File: src/rtl/tick_if.sv
// ---------------------------------------------------------------------------
// tick_if : control/status bundle of the tick generator.
//   master : the game FSM side. It drives the controls and reads the status.
//   slave  : the tick generator itself.
// Signals
//   start, stop, period_load : one-cycle command pulses
//   enable                   : level, 1 = count, 0 = pause while running
//   one_shot                 : sampled when a start is accepted
//   period_in [WIDTH]        : period in cycles, latched by period_load
//   tick                     : one-cycle pulse on each period expiry
//   running                  : high while the countdown is active
//   load_err                 : one-cycle pulse when a zero period is loaded
//   tick_count [CNT_W]       : wrapping tally of ticks since reset
// ---------------------------------------------------------------------------
interface tick_if #(
  parameter int unsigned WIDTH = 28,
  parameter int unsigned CNT_W = 8
);
  logic             start;
  logic             stop;
  logic             enable;
  logic             one_shot;
  logic [WIDTH-1:0] period_in;
  logic             period_load;
  logic             tick;
  logic             running;
  logic             load_err;
  logic [CNT_W-1:0] tick_count;

  modport master (
    output start, stop, enable, one_shot, period_in, period_load,
    input  tick, running, load_err, tick_count
  );

  modport slave (
    input  start, stop, enable, one_shot, period_in, period_load,
    output tick, running, load_err, tick_count
  );
endinterface

File: src/rtl/tick_generator.sv
// ---------------------------------------------------------------------------
// tick_generator : programmable tick source for game timing.
//   A loadable period is counted down. Each expiry produces a registered
//   one-cycle tick, and the wrapping tally is bumped. The generator runs
//   either continuously or one-shot, and it can be paused with enable.
// Ports
//   clock : system clock, rising edge
//   reset : asynchronous, active-high, clears all state
//   bus   : tick_if.slave control/status bundle
// ---------------------------------------------------------------------------
module tick_generator #(
  parameter int unsigned WIDTH          = 28,
  parameter int unsigned DEFAULT_PERIOD = 50_000_000,
  parameter int unsigned CNT_W          = 8
) (
  input  logic  clock,
  input  logic  reset,
  tick_if.slave bus
);

  typedef enum logic {
    IDLE = 1'b0,
    RUN  = 1'b1
  } state_t;

  localparam logic [WIDTH-1:0] DEF_PERIOD = WIDTH'(DEFAULT_PERIOD);
  localparam logic [WIDTH-1:0] ONE        = WIDTH'(1);

  state_t           state_q, state_d;
  logic [WIDTH-1:0] count_q, count_d;
  logic [WIDTH-1:0] period_q;
  logic             os_q, os_d;
  logic             expire;
  logic             tick_q;
  logic             running_q;
  logic             load_err_q;
  logic [CNT_W-1:0] tick_count_q;

  // Next-state logic. Priority is stop, then start, then the countdown, so
  // a start or stop in the same cycle as count==0 suppresses the tick.
  always_comb begin
    // NOTE: every output of this block gets a default first. A path that
    // leaves one unassigned would infer a latch.
    state_d = state_q;
    count_d = count_q;
    os_d    = os_q;
    expire  = 1'b0;

    if (bus.stop) begin
      state_d = IDLE;
      count_d = '0;
    end else if (bus.start) begin
      // Restart uses the period held before any same-cycle period_load.
      state_d = RUN;
      count_d = period_q - ONE;
      os_d    = bus.one_shot;
    end else if (state_q == RUN && bus.enable) begin
      if (count_q == '0) begin
        expire = 1'b1;
        if (os_q) begin
          state_d = IDLE;
          count_d = '0;
        end else begin
          count_d = period_q - ONE;
        end
      end else begin
        count_d = count_q - ONE;
      end
    end
  end

  always_ff @(posedge clock or posedge reset) begin
    if (reset) begin
      state_q      <= IDLE;
      count_q      <= '0;
      period_q     <= DEF_PERIOD;
      os_q         <= 1'b0;
      tick_q       <= 1'b0;
      running_q    <= 1'b0;
      load_err_q   <= 1'b0;
      tick_count_q <= '0;
    end else begin
      // NOTE: state registers use non-blocking assignments. Every register
      // then samples values from before the edge, whatever the statement order.
      state_q    <= state_d;
      count_q    <= count_d;
      os_q       <= os_d;
      tick_q     <= expire;
      running_q  <= (state_d == RUN);
      load_err_q <= bus.period_load && (bus.period_in == '0);
      // A zero period would make the countdown meaningless, so it is refused.
      if (bus.period_load && bus.period_in != '0) begin
        period_q <= bus.period_in;
      end
      if (expire) begin
        tick_count_q <= tick_count_q + CNT_W'(1);
      end
    end
  end

  assign bus.tick       = tick_q;
  assign bus.running    = running_q;
  assign bus.load_err   = load_err_q;
  assign bus.tick_count = tick_count_q;

endmodule

File: src/flat_wrapper.sv
// flat-port wrapper written by rule: the top's interface ports become plain ports
module tick_generator_flat 
#(
  parameter int unsigned WIDTH          = 28,
  parameter int unsigned DEFAULT_PERIOD = 50_000_000,
  parameter int unsigned CNT_W          = 8
)
  (clock, reset, bus_start, bus_stop, bus_enable, bus_one_shot, bus_period_in, bus_period_load, bus_tick, bus_running, bus_load_err, bus_tick_count);
  tick_if #(.WIDTH(WIDTH), .CNT_W(CNT_W)) bus_i ();
  input  logic clock;
  input  logic reset;
  input wire logic [$bits(bus_i.start)-1:0] bus_start;
  input wire logic [$bits(bus_i.stop)-1:0] bus_stop;
  input wire logic [$bits(bus_i.enable)-1:0] bus_enable;
  input wire logic [$bits(bus_i.one_shot)-1:0] bus_one_shot;
  input wire logic [$bits(bus_i.period_in)-1:0] bus_period_in;
  input wire logic [$bits(bus_i.period_load)-1:0] bus_period_load;
  output wire logic [$bits(bus_i.tick)-1:0] bus_tick;
  output wire logic [$bits(bus_i.running)-1:0] bus_running;
  output wire logic [$bits(bus_i.load_err)-1:0] bus_load_err;
  output wire logic [$bits(bus_i.tick_count)-1:0] bus_tick_count;
  assign bus_i.start = bus_start;
  assign bus_i.stop = bus_stop;
  assign bus_i.enable = bus_enable;
  assign bus_i.one_shot = bus_one_shot;
  assign bus_i.period_in = bus_period_in;
  assign bus_i.period_load = bus_period_load;
  assign bus_tick = bus_i.tick;
  assign bus_running = bus_i.running;
  assign bus_load_err = bus_i.load_err;
  assign bus_tick_count = bus_i.tick_count;
  tick_generator #(.WIDTH(WIDTH), .DEFAULT_PERIOD(DEFAULT_PERIOD), .CNT_W(CNT_W)) u_core (.clock(clock), .reset(reset), .bus(bus_i));
endmodule
File: config.mk
export PLATFORM = sky130hd
export DESIGN_NAME = tick_generator_flat
export DESIGN_NICKNAME = d
export VERILOG_FILES = /design/src/rtl/tick_if.sv /design/src/rtl/tick_generator.sv /design/src/flat_wrapper.sv
export SDC_FILE = /design/constraint.sdc
export NUM_CORES = 1
export LEC_CHECK = 0
export ABC_AREA = 0
export CORE_ASPECT_RATIO = 2
export CORE_MARGIN = 10
export CORE_UTILIZATION = 60
export DETAILED_ROUTE_END_ITERATION = 8
export PLACE_DENSITY = 0.94
export SLEW_MARGIN = 10
export SYNTH_ARGS = -nofsm -noshare
export SYNTH_HDL_FRONTEND = slang
export SYNTH_SLANG_ARGS = --single-unit
export TNS_END_PERCENT = 30
File: constraint.sdc
create_clock -name clock -period 3.9 [get_ports clock]
set_input_delay 0.585 -clock clock [delete_from_list [all_inputs] [get_ports clock]]
set_output_delay 0.585 -clock clock [all_outputs]
set_load 0.02 [all_outputs]
### Word level (Yosys, flattened, before mapping)

Cells that the tools add are included.

| word-level totals | value |
|---|---|
| register bits | 68 |
| bits of input ports | 35 |
| output and inout port bits | 11 |
| logic and storage cells | 36 |

| operators by class | value |
|---|---|
| add/subtract/negate cells | 3 |
| muxes and demuxes | 14 |
| bitwise operators | 1 |
| reductions and logical operators | 11 |

Operators with widths:

| operator | count |
|---|---|
| $mux W28 | 5 |
| $logic_not A28 Y1 | 2 |
| $sub A28 B1 Y28 const B | 2 |
| $reduce_bool A28 Y1 | 1 |
| $mux W1 | 9 |
| $reduce_bool A3 Y1 | 3 |
| $add A8 B1 Y8 const B | 1 |
| $logic_and A1 B1 Y1 | 3 |
| $reduce_and A3 Y1 | 1 |
| $reduce_and A2 Y1 | 1 |
| $not A1 Y1 | 1 |

### Depth between registers and ports, before layout

| logic depth | value |
|---|---|
| word-level depth | 6 |
| depth in mapped cells | 10 |
| mapped depth without buffers | 8 |

### Worst setup path after synthesis

Ideal clock, no wire load.

| timing path | value |
|---|---|
| kind | input to register |
| start point | input bus_period_in[23] |
| end point | register u_core.period_q[16] |
| library setup time | 0.125 ns |
| arrival | 2.196 ns |
| required time | 3.775 ns |
| setup slack | 1.580 ns |
| cell stages on the path | 5 |
| path buffers | 1 |
| cells stage by stage | nor4_1 > nand4_1 > o21ai_1 > clkbuf_1 > mux2_2 |

| on the way | value |
|---|---|
| longest elaborated chain between the ends | 2 |

RTL lines:

| element | RTL line | source |
|---|---|---|
| start: declaration | flat_wrapper.sv:16 | `input wire logic [$bits(bus_i.period_in)-1:0] bus_period_in;` |
| $reduce_bool A28 Y1 | tick_generator.sv:92 | `if (bus.period_load && bus.period_in != '0) begin` |
| $logic_and A1 B1 Y1 | tick_generator.sv:92 |  |
| end signal: assignment | tick_generator.sv:93 | `period_q <= bus.period_in;` |
| end: declaration | tick_generator.sv:31 | `logic [WIDTH-1:0] period_q;` |

No other way between the ends.
A chain may end at the register's enable or synchronous reset.

### Worst setup path in the final report

| timing path | value |
|---|---|
| start point | input bus_start |
| end point | register u_core.count_q[20] |

| on the way | value |
|---|---|
| longest elaborated chain between the ends | 2 |
| elaborated cells between the ends (all ways) | 3 |
| those cells by class | mux: 2; reduce/logical: 1 |

RTL lines:

| element | RTL line | source |
|---|---|---|
| start: declaration | flat_wrapper.sv:12 | `input wire logic [$bits(bus_i.start)-1:0] bus_start;` |
| $mux W28 | tick_generator.sv:52 | `end else if (bus.start) begin` |
| $mux W28 | tick_generator.sv:49 | `if (bus.stop) begin` |
| end signal: assignment | tick_generator.sv:86 | `count_q <= count_d;` |
| end: declaration | tick_generator.sv:30 | `logic [WIDTH-1:0] count_q, count_d;` |

Several ways; a longest one is shown, not always the timed one.

==> results.json <==
{
  "worstSkewPairLatency_ps": 340,
  "power_frac_seq_pct": 43.6,
  "finClkSkew_ps": 5.74,
  "pwr-share-clk_pct": 36.2,
  "fin_crit_ps": 2940,
  "tns_ps": 0,
  "drt_first_pass_iters": 6,
  "netlist_area_um2": 3950,
  "first_global_vias": 3619,
  "fp.dieW_um": 77.4,
  "wirelength_met1_mm": 3.89,
  "layout_common_cells": "56 x dfrtp_1, 45 x clkdlybuf4s50_1, 38 x nand2_1",
  "internal_power_uw": 1410,
  "drt_iter0_markers": 442,
  "ant_nets": 0,
  "synth_flop_cell": "dfrtp_1",
  "gp_congestion": 0.915,
  "dr.max_layer_used": "met4",
  "yosysSeqAreaShare_pct": 43.5,
  "power_uw": 2020,
  "power_density_nw_per_um2": 426,
  "period_share_pct": 75.3,
  "wl_per_cell_um": 20.3,
  "drcViolationCount": 0,
  "portBuffers": 45,
  "grt_pass1_wl_mm": 18.3,
  "crit_fanout": 20,
  "slew_violations": 0,
  "fin_ws_ps": 962,
  "final_common_cell": "dfrtp_1",
  "cp.arrival_ps": 3160,
  "cts_root_buffer": "clkbuf_16",
  "power_frac_comb_pct": 20.2,
  "avgSynthCellArea_um2": 9.54,
  "wl_met3_um": 660,
  "antenna_found_initial": 0,
  "worstMarginPinSlew_ps": 838,
  "track_usage_pct": 22.1,
  "grt_max_degree": 43,
  "holdCritPathClass": "reg -> reg",
  "critPathCaptureType": "flip-flop",
  "fillers": 477,
  "syn_nets": 453,
  "p_sw_share_pct": 30.3,
  "holdBufCountCts": 0,
  "finalNetCount": 498,
  "row_count": 41,
  "dieArea_um2": 10400,
  "finalSetupViolCount": 0,
  "cp_data_required_time_ps": 4120,
  "yosys_warnings": 0,
  "relSlewSlack_pct": 43.9,
  "post-place-ws_ps": 701,
  "place_hpwl_mm": 8.27,
  "outcome": "finished clean",
  "switchingPower_uw": 613,
  "area_delta_synth_final_pct": 20.3,
  "layout.area.seq_um2": 1720,
  "die_h_um": 135,
  "htreeDepth": 3,
  "peakVddDrop_uv": 387,
  "vias_per_cell": 6.49,
  "multiInputGateArea_um2": 2130,
  "p_leak_uw": 0.00185,
  "post_cts_buffers": 0,
  "synth_seq_cells": 68,
  "maxCapViolCount": 0,
  "synthCells": 414,
  "clock_sinks": 68,
  "fmax_mhz": 340,
  "pin_count": 46,
  "path_clk_slew_ps": 50,
  "drive_gt1_share_pct": 15.5,
  "wirelength_mm": 11.2,
  "dr_total_vias": 3568,
  "grt-ovfl-total": 0,
  "clock_path_buffers": 2,
  "wl_met2_mm": 6.21,
  "synth_edf_count": 0,
  "rsz0062_at_grt": "false",
  "synth_cell_type_count": 58,
  "cts_buffers": 9,
  "cts-resized-gates": 0,
  "cts_tree": "built",
  "path_class": "in -> reg",
  "hold_viol": 0,
  "core-area_um2": 6360,
  "async_reset_ff_share_pct": 100,
  "start_util_pct": 62.1,
  "diodes": 0,
  "cp-start-kind": "primary input"
}
[kinds of logic after synthesis]
kind of cell,Yosys count,synth area share (%)
AO/OA/AOI/OAI,88,14.3
XOR/XNOR,32,7.10
adder cells (fa/ha/maj),4,1.27
buffers and inverters,26,2.63
flip-flops,68,43.5
multiplexers,26,7.38
AND/OR/NAND/NOR,170,23.9
[worst max-delay path, stage by stage]
cell             delay (ps)
clkdlybuf4s50_1         630
nor2_1                  170
and2_1                  410
nor2_1                  760
nand2_1                 270
o311ai_0                340
[power by group through the flow]
stage / logic [µW] / clock network (µW) / registers [µW]
after floorplan: 278 / 0 / 857
after global placement: 385 / 0 / 881
after detailed placement: 395 / 0 / 887
after CTS: 400 / 740 / 876
after global routing: 448 / 773 / 890
final: 408 / 733 / 881
[state kept, by name (all words and copies together), names as in the netlist]
signal	cells
u_core.bus.tick_count	8
u_core.count_q	28
u_core.os_q	1
u_core.state_q	1
u_core.bus.tick	1
u_core.period_q	28
u_core.bus.load_err	1
[final timing paths]
check / slack, ps / startpoint / to / cells after the start
hold reg to reg: 490 / u_core.period_q[7]$_DFFE_PP1P_ / u_core.period_q[7]$_DFFE_PP1P_ / 2
hold / removal: 490 / u_core.period_q[7]$_DFFE_PP1P_ / u_core.period_q[7]$_DFFE_PP1P_ / 2
setup / recovery: 960 / bus_start / u_core.count_q[20]$_DFFE_PP0P_ / 6
max in group asynchronous: 2280 / reset / u_core.period_q[25]$_DFFE_PP1P_ / 3
setup reg to reg: 990 / u_core.period_q[0]$_DFFE_PP0P_ / u_core.count_q[24]$_DFFE_PP0P_ / 8
min in group asynchronous: 640 / reset / u_core.period_q[18]$_DFFE_PP0P_ / 2
[area by class of cell]
cell class | instances | share of cell area, %
timing repair buffer | 51 | 10.4
inverter | 9 | 0.711
sequential | 68 | 36.1
multi-input combinational | 320 | 44.9
tap | 86 | 2.26
clock buffer | 14 | 5.35
clock inverter | 2 | 0.211
[per-stage QoR]
stage                     cells  hold WS [ps]  instance area (µm²)  utilization [%]
final                       550           492                 4750             74.7
after detailed placement    534           484                 4490             70.5
after global routing        550           517                 4750             74.7
after floorplan             414           465                 3950                -
after global placement      534           478                 4490             70.5
after CTS                   550           494                 4750             74.7
[metal layers]
metal	vias to the layer above	track usage [%]
li1	1632	-
met1	1730	21.4
met2	176	40.9
met3	30	5.45
met4	0	12.3
met5	-	0
[cell usage after synthesis, types with 4 or more instances]
| master | number | area share (%) |
|---|---|---|
| xnor2_1 | 21 | 4.7 |
| a221o_1 | 4 | 1.0 |
| or3_1 | 6 | 0.95 |
| xor2_1 | 11 | 2.4 |
| o211ai_1 | 6 | 1.1 |
| buf_2 | 5 | 0.63 |
| a21oi_1 | 15 | 1.9 |
| nor4_1 | 19 | 3.0 |
| mux2_2 | 25 | 7.1 |
| ha_1 | 4 | 1.3 |
| nor3_1 | 25 | 3.2 |
| nand2_1 | 38 | 3.6 |
| dfstp_2 | 12 | 8.0 |
| inv_1 | 9 | 0.86 |
| clkbuf_1 | 12 | 1.1 |
| nor2_1 | 29 | 2.8 |
| nand3_1 | 8 | 1.0 |
| nor3b_1 | 5 | 0.95 |
| nand4_1 | 6 | 0.95 |
| o21ai_1 | 4 | 0.51 |
| o221ai_1 | 7 | 1.6 |
| o21ai_0 | 31 | 3.9 |
| dfrtp_1 | 56 | 35 |
(Power assumes the default switching activity.)
